===== config.mk =====
export PLATFORM = sky130hd
export DESIGN_NAME = clk_en_divider
export DESIGN_NICKNAME = d
export VERILOG_FILES = /design/src/rtl/clk_div_pkg.sv /design/src/rtl/clk_div_channel.sv /design/src/rtl/clk_en_divider.sv
export SDC_FILE = /design/constraint.sdc
export NUM_CORES = 1
export LEC_CHECK = 0
export BUFFER_PORTS_ARGS = -buffer_cell sky130_fd_sc_hd__buf_2
export CELL_PAD_IN_SITES_DETAIL_PLACEMENT = 0
export CELL_PAD_IN_SITES_GLOBAL_PLACEMENT = 2
export CORE_AREA = 2 2 228 230
export DETAILED_ROUTE_END_ITERATION = 10
export DIE_AREA = 0 0 230 232
export PLACE_DENSITY = 0.58
export SLEW_MARGIN = 10
export SYNTH_ARGS = -nofsm -noshare
export SYNTH_HDL_FRONTEND = slang
export SYNTH_SLANG_ARGS = --single-unit
export TNS_END_PERCENT = 5

===== constraint.sdc =====
create_clock -name clk -period 10.1 [get_ports clk]
set_input_delay 0.505 -clock clk [delete_from_list [all_inputs] [get_ports clk]]
set_output_delay 0.505 -clock clk [all_outputs]
set_load 0.01 [all_outputs]

===== src/rtl/clk_div_pkg.sv =====
// ============================================================================
// Module   : clk_div_pkg
// Brief    : Mode enum, mode encodings and divisor floor shared by clk_en_divider.
// Revision : 1.0
// ============================================================================
`default_nettype none

package clk_div_pkg;

  localparam int MIN_DIV = 2;

  localparam logic [1:0] MODE_RUN  = 2'b00;
  localparam logic [1:0] MODE_HALT = 2'b01;
  localparam logic [1:0] MODE_STEP = 2'b10;

  typedef enum logic [1:0] {
    CLK_RUN  = MODE_RUN,
    CLK_HALT = MODE_HALT,
    CLK_STEP = MODE_STEP
  } clk_mode_t;

endpackage

`default_nettype wire


===== src/rtl/clk_div_channel.sv =====
// ============================================================================
// Module   : clk_div_channel
// Brief    : One divider channel: divisor register, wrap counter, enable pulse and square wave.
// Revision : 1.0
// ============================================================================
`default_nettype none

module clk_div_channel
  import clk_div_pkg::*;
#(
  parameter int WIDTH       = 32,
  parameter int DEFAULT_DIV = 100_000_000
) (
  input  logic             clk,
  input  logic             rst,
  input  logic             run_i,
  input  logic             step_mode_i,
  input  logic             step_pulse_i,
  input  logic             we_i,
  input  logic [WIDTH-1:0] div_i,
  output logic             en_o,
  output logic             clk_o
);

  localparam logic [WIDTH-1:0] RST_DIV =
    (DEFAULT_DIV < MIN_DIV) ? WIDTH'(MIN_DIV) : WIDTH'(DEFAULT_DIV);

  logic [WIDTH-1:0] div_q, div_d;
  logic [WIDTH-1:0] cnt_q, cnt_d;
  logic             en_q, en_d;
  logic             clk_q, clk_d;
  logic             w_term;

  assign w_term = (cnt_q == div_q - WIDTH'(1));

  always_comb begin
    div_d = div_q;
    cnt_d = cnt_q;
    en_d  = 1'b0;
    clk_d = clk_q;
    if (run_i) begin
      cnt_d = w_term ? '0 : cnt_q + WIDTH'(1);
      en_d  = w_term & ~we_i;
      clk_d = (cnt_q >= div_q - (div_q >> 1));
    end else if (step_mode_i) begin
      en_d  = step_pulse_i;
      clk_d = step_pulse_i;
    end
    // A write restarts the period from zero regardless of mode.
    if (we_i) begin
      div_d = (div_i < WIDTH'(MIN_DIV)) ? WIDTH'(MIN_DIV) : div_i;
      cnt_d = '0;
    end
  end

  always_ff @(posedge clk or posedge rst) begin
    if (rst) begin
      div_q <= RST_DIV;
      cnt_q <= '0;
      en_q  <= 1'b0;
      clk_q <= 1'b0;
    end else begin
      div_q <= div_d;
      cnt_q <= cnt_d;
      en_q  <= en_d;
      clk_q <= clk_d;
    end
  end

  assign en_o  = en_q;
  assign clk_o = clk_q;

endmodule

`default_nettype wire


===== src/rtl/clk_en_divider.sv =====
// ============================================================================
// Module   : clk_en_divider
// Brief    : CH-channel programmable clock-enable generator with run/halt/step.
//            Define CLK_EN_DIVIDER_STEP_EN to compile in single-step support.
// Revision : 1.0
// ============================================================================
`default_nettype none

module clk_en_divider
  import clk_div_pkg::*;
#(
  parameter int CH          = 2,
  parameter int WIDTH       = 32,
  parameter int DEFAULT_DIV = 100_000_000
) (
  input  logic                                   clk,
  input  logic                                   rst,
  input  logic                                   cfg_we,
  input  logic [((CH > 1) ? $clog2(CH) : 1)-1:0] cfg_ch,
  input  logic [WIDTH-1:0]                       cfg_div,
  input  logic [1:0]                             mode,
  input  logic                                   step_req,
  output logic [CH-1:0]                          en_o,
  output logic [CH-1:0]                          clk_o
);

  localparam int CHW = (CH > 1) ? $clog2(CH) : 1;

  clk_mode_t w_mode;
  logic      w_run;
  logic      w_step_mode;
  logic      w_step_rise;

  always_comb begin
    w_mode = CLK_HALT;
    case (mode)
      MODE_RUN:  w_mode = CLK_RUN;
`ifdef CLK_EN_DIVIDER_STEP_EN
      MODE_STEP: w_mode = CLK_STEP;
`endif
      default:   w_mode = CLK_HALT;
    endcase
  end

  assign w_run       = (w_mode == CLK_RUN);
  assign w_step_mode = (w_mode == CLK_STEP);

`ifdef CLK_EN_DIVIDER_STEP_EN
  logic step_q;

  always_ff @(posedge clk or posedge rst) begin
    if (rst) step_q <= 1'b0;
    else     step_q <= step_req;
  end

  assign w_step_rise = step_req & ~step_q;
`else
  logic w_unused_step;

  assign w_unused_step = step_req;
  assign w_step_rise   = 1'b0;
`endif

  generate
    for (genvar i = 0; i < CH; i++) begin : g_ch
      clk_div_channel #(
        .WIDTH       (WIDTH),
        .DEFAULT_DIV (DEFAULT_DIV)
      ) u_ch (
        .clk          (clk),
        .rst          (rst),
        .run_i        (w_run),
        .step_mode_i  (w_step_mode),
        .step_pulse_i (w_step_rise),
        .we_i         (cfg_we && (cfg_ch == CHW'(i))),
        .div_i        (cfg_div),
        .en_o         (en_o[i]),
        .clk_o        (clk_o[i])
      );
    end
  endgenerate

endmodule

`default_nettype wire


==> results of run 1 <==
[layout make-up]
class                   count  area, sq um  share of cell area [%]
repair buffers             50        272.8                   1.807
well taps                 680        850.8                   5.637
multi-input cells        1294         9512                   63.01
clock inverters            11        101.3                  0.6714
clock buffers              21        460.4                   3.050
flip-flops and latches    132         3333                   22.08
inverters                 149        564.3                   3.738
[stage by stage]
step           setup slack [ns]  total power [mW]  util (%)  cells  hold slack (ns)
4_1_cts                   4.000             2.423     29.66   2337           0.2250
3_5_place_dp              4.021             1.777     28.56   2305           0.5724
6_report                  4.176             2.384     29.66   2337           0.2051
5_1_grt                   3.608             2.593     29.66   2337           0.2651
2_1_floorplan             5.788             1.471         -   1614           0.4961
3_3_place_gp              4.009             1.776     28.56   2305           0.5720
[registers in the layout, indices dropped and copies added (netlist names)]
| register | count |
|---|---|
| g_ch.u_ch.cnt_q | 64 |
| g_ch.u_ch.div_q | 64 |
| g_ch.u_ch.clk_o | 2 |
| g_ch.u_ch.en_o | 2 |
[critical path: cells and delay by family, from the launching register on]
kind,cells,cell delay [ns]
buffers and inverters,1,0.09
DFF,1,0.58
and+or+nand+nor,3,0.82
adders and majority gates,2,0.67
AOI/OAI and AO/OA,11,3.64
[power breakdown]
group | internal [mW] | leakage, nW | switching, mW
logic | 0.460 | 4.81 | 0.658
registers | 0.579 | 1.68 | 0.0618
clock network | 0.351 | 0.266 | 0.274
total | 1.39 | 6.75 | 0.993
[layout by cell type, fill, tap and decap left out, drive strengths merged, types with 33 or more instances in the layout]
master / n
mux2: 33
dfrtp: 108
nor2: 104
nand3: 65
a21oi: 93
nand4: 33
nor3: 52
buf: 50
ha: 196
xor2: 49
nand2: 118
xnor2: 104
o21ai: 114
inv: 151
[kinds of logic after synthesis]
logic type,share of synthesized area [%]
AOI/OAI and AO/OA,18.72
xor gates and xnor gates,10.37
adders and majority gates,18.34
buffers and inverters,5.562
DFF,24.53
muxes,3.398
and+or+nand+nor,19.07
[worst max-delay path by stage]
| stage | slack, ns | cells after the start | from | to |
|---|---|---|---|---|
| CTS | 4.00 | 17 | g_ch[1].u_ch.div_q[8] | g_ch[1].u_ch.clk_o |
| floorplan | 5.79 | 21 | g_ch[1].u_ch.div_q[0] | g_ch[1].u_ch.clk_o |
| finish | 4.18 | 17 | g_ch[1].u_ch.div_q[8] | g_ch[1].u_ch.clk_o |
| global route | 3.61 | 17 | g_ch[1].u_ch.div_q[8] | g_ch[1].u_ch.clk_o |
| global placement | 4.01 | 17 | g_ch[1].u_ch.div_q[8] | g_ch[1].u_ch.clk_o |
| detailed placement | 4.02 | 17 | g_ch[1].u_ch.div_q[8] | g_ch[1].u_ch.clk_o |
[synth_stat cells (24+ instances only)]
master / instances / share of area (%)
nand3_1: 65 / 2.4
mux2_2: 33 / 2.7
dfrtp_1: 108 / 20
dfstp_2: 24 / 4.6
a21o_1: 30 / 1.7
a21oi_1: 88 / 3.2
inv_1: 149 / 4.1
nand2_1: 118 / 3.3
o21ai_0: 94 / 3.5
nor2_1: 103 / 2.8
xor2_1: 49 / 3.2
nor4_1: 25 / 1.2
clkbuf_1: 29 / 0.80
nor3_1: 52 / 1.9
ha_1: 196 / 18
nand4_1: 32 / 1.5
xnor2_1: 104 / 6.7
[layer usage]
layer / up-vias / routed length [um] / share of wire (%)
li1: 5832 / - / -
met1: 5483 / 19970 / 48
met2: 103 / 20310 / 48
met3: 42 / 749 / 1.8
met4: 0 / 946 / 2.3
met5: - / 0 / 0
==> summary.txt, run 1 <==
Critical path
  – CP cell instances: inv_1, ha_1, or3_1, a2111oi_0, nor3_1, o41ai_1, nand4_1, a32oi_1, a21oi_1, o311ai_0, ha_1, a2111oi_0, o21ai_0, a21oi_1, o21ai_0, o21ai_0, o211ai_1
  – Crit end category: flip-flop
  – Req. time, crit path: approximately 10 ns
  – R2R Setup Slk: 4.18 ns
  – R2R depth: 17
  – Worst R2R Start: g_ch[1].u_ch.div_q[8]
  – Critical Path Source Type: flip-flop
  – Crit Path Class: flip-flop to flip-flop
  – Critical path's largest stage delay: approximately 0.80 ns
  – Top cell by count, worst path: o21ai_0
  – Worst R2R End: g_ch[1].u_ch.clk_o
  – Slowest-stage cell, CP: a2111oi_0
  – Arrival time worst endpoint: 6.26 ns
  – CP max FO: 5

Placed design
  – Placed cell area: 14530 sq um
  – RD Place Congestion: 0.8076
  – Hpwl dp: between 30000 and 40000 um
  – I/O Buffers: around 40

Clock network
  – Post-CTS setup buffer count: 0
  – CTS resizes: 0
  – Worst skew pair latency: 0.47 ns
  – Clock-pin slew on the worst setup and hold paths: roughly 0.07 ns
  – CTS Hold Bufs: 0
  – Clock Sinks: approximately 130
  – CTS Buffer Depth: 2
  – CTS H-tree depth: 4
  – Num CTS Buffers: 17
  – Clk root buf: clkbuf_16
  – CTS tree: yes

Synthesis
  – Synthesized area: 13590 sq um
  – EDFF count, synth: 0
  – Primary FF master, synth: dfrtp_1
  – Syn Nets: 1851
  – Syn Inst Count: 1614
  – #FFs+latches synth: around 130
  – Sequential fraction of the synthesis area: 24.53%
  – Ys Warns: 0
  – Yosys cell types: 78
  – Post-Syn Area per Cell: roughly 8.4 sq um
  – Asr flop ratio synth: between 90% and 100%

Routing
  – Iter 0 DRT Violations: 554
  – Total Wirelength: 41980 um
  – DRC viols: 0
  – First-pass DRT Iterations: 5
  – Via count: approximately 11000
  – ANT nets after route: 0
  – Avg WL per Cell: 17.96 um
  – Post-DR vias/cell: 4.904

Floorplanning
  – Starting Density: 26.70%
  – IO Count: 43
  – Core footprint: 50890 sq um
  – Die W: ~230 um
  – DIE HEIGHT: between 200 and 250 um
  – Cell Rows: 83
  – Die ar.: 53360 sq um

GRT
  – Grt total ovfl: 0
  – Top Usage Layer GRT: met2
  – First-pass GRT wire length: approximately 67000 um
  – Largest net degree at the start of global routing: 82
  – Met2 Use GR: ~28%
  – Vias in the first global route: 11710
  – Gr usage total: 16.29%
  – Met3 usage: 2.296%
  – Met1 Use GR: 20.82%
  – Initial antenna violation count: 0

Power
  – Peak VDD IR: 0.0001326 V
  – Static Leak: 6.749 nW
  – PD cells: 157.9 nW/um^2

Timing
  – Maximum clock rate: 168.8 MHz
  – Tmin final: just under 6 ns
  – Slew headroom: 21.86%
  – Final TNS setup: 0 ns
  – Worst-margin pin slew: 1.161 ns
  – Fin. Hold Viols: 0
  – Unrepaired setup endpoints after global routing: no
  – Setup Viol. Count Final: 0
  – Fin crit share: 58.65%
  – Slew Limit Fails: 0
  – Clock Skew: approximately 0.012 ns

Finish
  – Layout cells sized above 1: 9.596%
  – Design area: 15090 sq um
  – # fillers: 5509
  – Area delta synth->final: 11.10%
  – # diodes: 0
  – Nets@finish: 1881

Outcome
  – Status: complete, no violations

Flow run
  – Max-cap viol count: 0

Min path
  – Hold/Removal Path Class: primary input to asynchronous set/reset pin
Power figures use the tool's default switching activity.
==> run 2: changes to the inputs <==
PLACE_DENSITY = 0.6   (was 0.58)
clock period = 5.25 ns   (was 10.1 ns; I/O delays follow)
==> summary.txt, run 2 (synthesis results as in run 1) <==
Outcome
  – Status: complete, no violations

Timing
  – Clock Skew: 0.008663 ns (-0.003780 ns)
  – Maximum clock rate: 206.0 MHz (+22%)
  – Slew Limit Fails: 0 (unchanged)
  – Unrepaired setup endpoints after global routing: no
  – Tmin final: 4.854 ns (-1.069 ns)
  – Setup Viol. Count Final: 0 (unchanged)
  – Worst-margin pin slew: 0.9562 ns (-0.2052 ns)
  – Slew headroom: 35.67% (+14 points)
  – Final TNS setup: 0 ns (unchanged)
  – Fin. Hold Viols: 0 (unchanged)
  – Fin crit share: 92.47% (+34 points)

Critical path
  – Critical Path Source Type: flip-flop
  – Req. time, crit path: 5.59 ns (-4.85 ns)
  – Slowest-stage cell, CP: dfstp_2
  – CP top delay family: compound AO/OA/AOI/OAI gates
  – R2R Setup Slk: 0.40 ns (-3.78 ns)
  – Top cell by count, worst path: o21ai_0
  – Critical path's largest stage delay: 0.56 ns (-0.24 ns)
  – Arrival time worst endpoint: 5.19 ns (-1.07 ns)
  – Crit end category: flip-flop
  – Crit Path Class: flip-flop to flip-flop
  – Worst path bufs/invs: 2 (+1)
  – CP cell instances: inv_1, ha_1, or3_1, a2111oi_0, nor3_1, o41ai_2, nand4_1, a32oi_2, a21oi_1, o311ai_0, ha_1, a2111oi_0, buf_4, o21ai_0, a21oi_1, o21ai_0, o21ai_0, o211ai_1
  – CP max FO: 4 (-1)

Placed design
  – Placed cell area: 14640 sq um (+0.71%)
  – Cells after DPL: 2319 (+0.61%)
  – RD Place Congestion: 0.8264 (+2.3%)
  – Hpwl dp: 33800 um (+0.18%)
  – I/O Buffers: 41 (unchanged)

Finish
  – # diodes: 0 (unchanged)
  – Final std cells w/o fill: 2359 (+0.94%)
  – Post-layout util: 30.20% (+0.54 points)
  – Design area: 15370 sq um (+1.8%)
  – Area delta synth->final: 13.10%
  – Nets@finish: 1903 (+1.2%)
  – Most frequent cells in the layout: 196 x ha_1, 148 x inv_1, 118 x nand2_1
  – Largest regs: g_ch.u_ch.cnt_q (64), g_ch.u_ch.div_q (64)
  – Layout cells sized above 1: 10.72% (+1.1 points)
  – Most common cell after layout, fill and taps aside: ha_1

GRT
  – Grt total ovfl: 0 (unchanged)
  – Gr usage total: 16.23% (-0.057 points)
  – Vias in the first global route: 11640 (-0.57%)
  – Met2 Use GR: 27.79% (-0.35 points)
  – Largest net degree at the start of global routing: 97 (+18%)
  – Top Usage Layer GRT: met2
  – First-pass GRT wire length: 66180 um (-1.2%)
  – Initial antenna violation count: 0 (unchanged)
  – Met3 usage: 3.438% (+1.1 points)
  – Met1 Use GR: 20.20% (-0.61 points)

Floorplanning
  – Starting Density: 26.70% (unchanged)
  – IO Count: 43 (unchanged)
  – DIE HEIGHT: 232 um (unchanged)
  – Die W: 230 um (unchanged)
  – Core footprint: 50890 sq um (unchanged)
  – Die ar.: 53360 sq um (unchanged)
  – Cell Rows: 83 (unchanged)

Flow run
  – Max-cap viol count: 0 (unchanged)

Clock network
  – CTS Buffer Depth: 2 (unchanged)
  – Num CTS Buffers: 17 (unchanged)
  – CTS tree: yes
  – Post-CTS setup buffer count: 0 (unchanged)
  – CTS H-tree depth: 4 (unchanged)
  – Clock Sinks: 132 (unchanged)
  – Clk root buf: clkbuf_16
  – Clock-pin slew on the worst setup and hold paths: 0.06 ns (about the same)
  – Worst skew pair latency: 0.48 ns (about the same)

Routing
  – Post-DR vias/cell: 4.897 (-0.14%)
  – First-pass DRT Iterations: 5 (unchanged)
  – Avg WL per Cell: 17.89 um (-0.43%)
  – Iter 0 DRT Violations: 575 (+3.8%)
  – Via count: 11550 (+0.80%)
  – DRC viols: 0 (unchanged)
  – ANT nets after route: 0 (unchanged)
  – Total Wirelength: 42190 um (+0.51%)

Power
  – Internal cell power: 2.783 mW (+100%)
  – Switching share of power: 40.68% (-0.99 points)
  – Static Leak: 6.897 nW (+2.2%)
  – PD cells: 305.2 nW/um^2 (+93%)
  – Combinational power share: 47.0% (about the same)
  – Sequential Power Share: 26.0% (-0.9 points)
  – Peak VDD IR: 0.0002851 V (+120%)
  – Clock share of power: 27.0% (+0.8 points)
  – Sw Pwr: 1.908 mW (+92%)
  – PnR Total Power: 4.691 mW (+97%)

Min path
  – Hold/Removal Path Class: primary input to flip-flop
-- run 2: cell types whose count changed in the layout (fill, tap and decap cells not counted), moves of 2 or more --
cell	delta
buf_4	+14
dlygate4sd3_1	+8
a211oi_1	-2
a211oi_2	+2
bufinv_16	+2
clkbuf_8	-2
o41ai_1	-2
o41ai_2	+2
-- run 2: cell type report --
type | count | area, sq um
Multi-Input combinational cell | 1294 | 9569
Clock buffer | 19 | 432.9
Timing Repair Buffer | 72 | 457.9
Inverter | 149 | 564.3
Clock inverter | 13 | 158.9
Tap cell | 680 | 850.8
Fill cell | 5476 | 35520
Sequential cell | 132 | 3333
-- run 2: power by group through the flow --
stage          logic (mW)  clock network [mW]  registers [mW]
2_1_floorplan        1.63                   0            1.20
3_3_place_gp         2.18                   0            1.24
5_1_grt              2.48                1.36            1.23
4_1_cts              2.20                1.33            1.22
6_report             2.20                1.27            1.22
3_5_place_dp         2.18                   0            1.24
-- run 2: worst reg2reg max path, stage by stage (launching register included) --
cell	delay, ns
dfstp_2	0.56
inv_1	0.08
ha_1	0.34
or3_1	0.41
a2111oi_0	0.36
nor3_1	0.17
o41ai_2	0.33
nand4_1	0.21
a32oi_2	0.28
a21oi_1	0.13
o311ai_0	0.41
ha_1	0.32
a2111oi_0	0.41
buf_4	0.18
o21ai_0	0.06
a21oi_1	0.13
o21ai_0	0.13
o21ai_0	0.10
o211ai_1	0.10
-- run 2: worst paths after layout --
check                                       from                endpoint  cells after the start
min in group asynchronous                    rst   g_ch[0].u_ch.cnt_q[4]                      3
setup / recovery           g_ch[1].u_ch.div_q[8]      g_ch[1].u_ch.clk_o                     18
hold reg to reg            g_ch[1].u_ch.div_q[6]   g_ch[1].u_ch.div_q[6]                      1
setup reg to reg           g_ch[1].u_ch.div_q[8]      g_ch[1].u_ch.clk_o                     18
max in group asynchronous                    rst  g_ch[1].u_ch.cnt_q[27]                      4
hold / removal                       cfg_div[29]  g_ch[0].u_ch.div_q[29]                      3
-- run 2: stage by stage --
step	hold slack, ns	setup slack, ns
3_3_place_gp	0.5240	-0.1036
2_1_floorplan	0.3715	0.9381
5_1_grt	0.02196	0.01335
6_report	0.04206	0.3955
3_5_place_dp	0.5336	-0.1065
4_1_cts	0.002522	0.02190
-- run 2: timing repair --
item,in CTS,in global routing
hold buffers,8,0
hold endpoints to repair,8,0
resized for setup,1,11
endpoints found under the setup margin,1,2
-- run 2: routing by layer --
metal / up-vias / share of wire, % / wire length (um)
li1: 5889 / - / -
met4: 0 / 2.8 / 1176
met3: 41 / 2.6 / 1076
met2: 137 / 48 / 20360
met1: 5485 / 46 / 19580
met5: - / 0 / 0
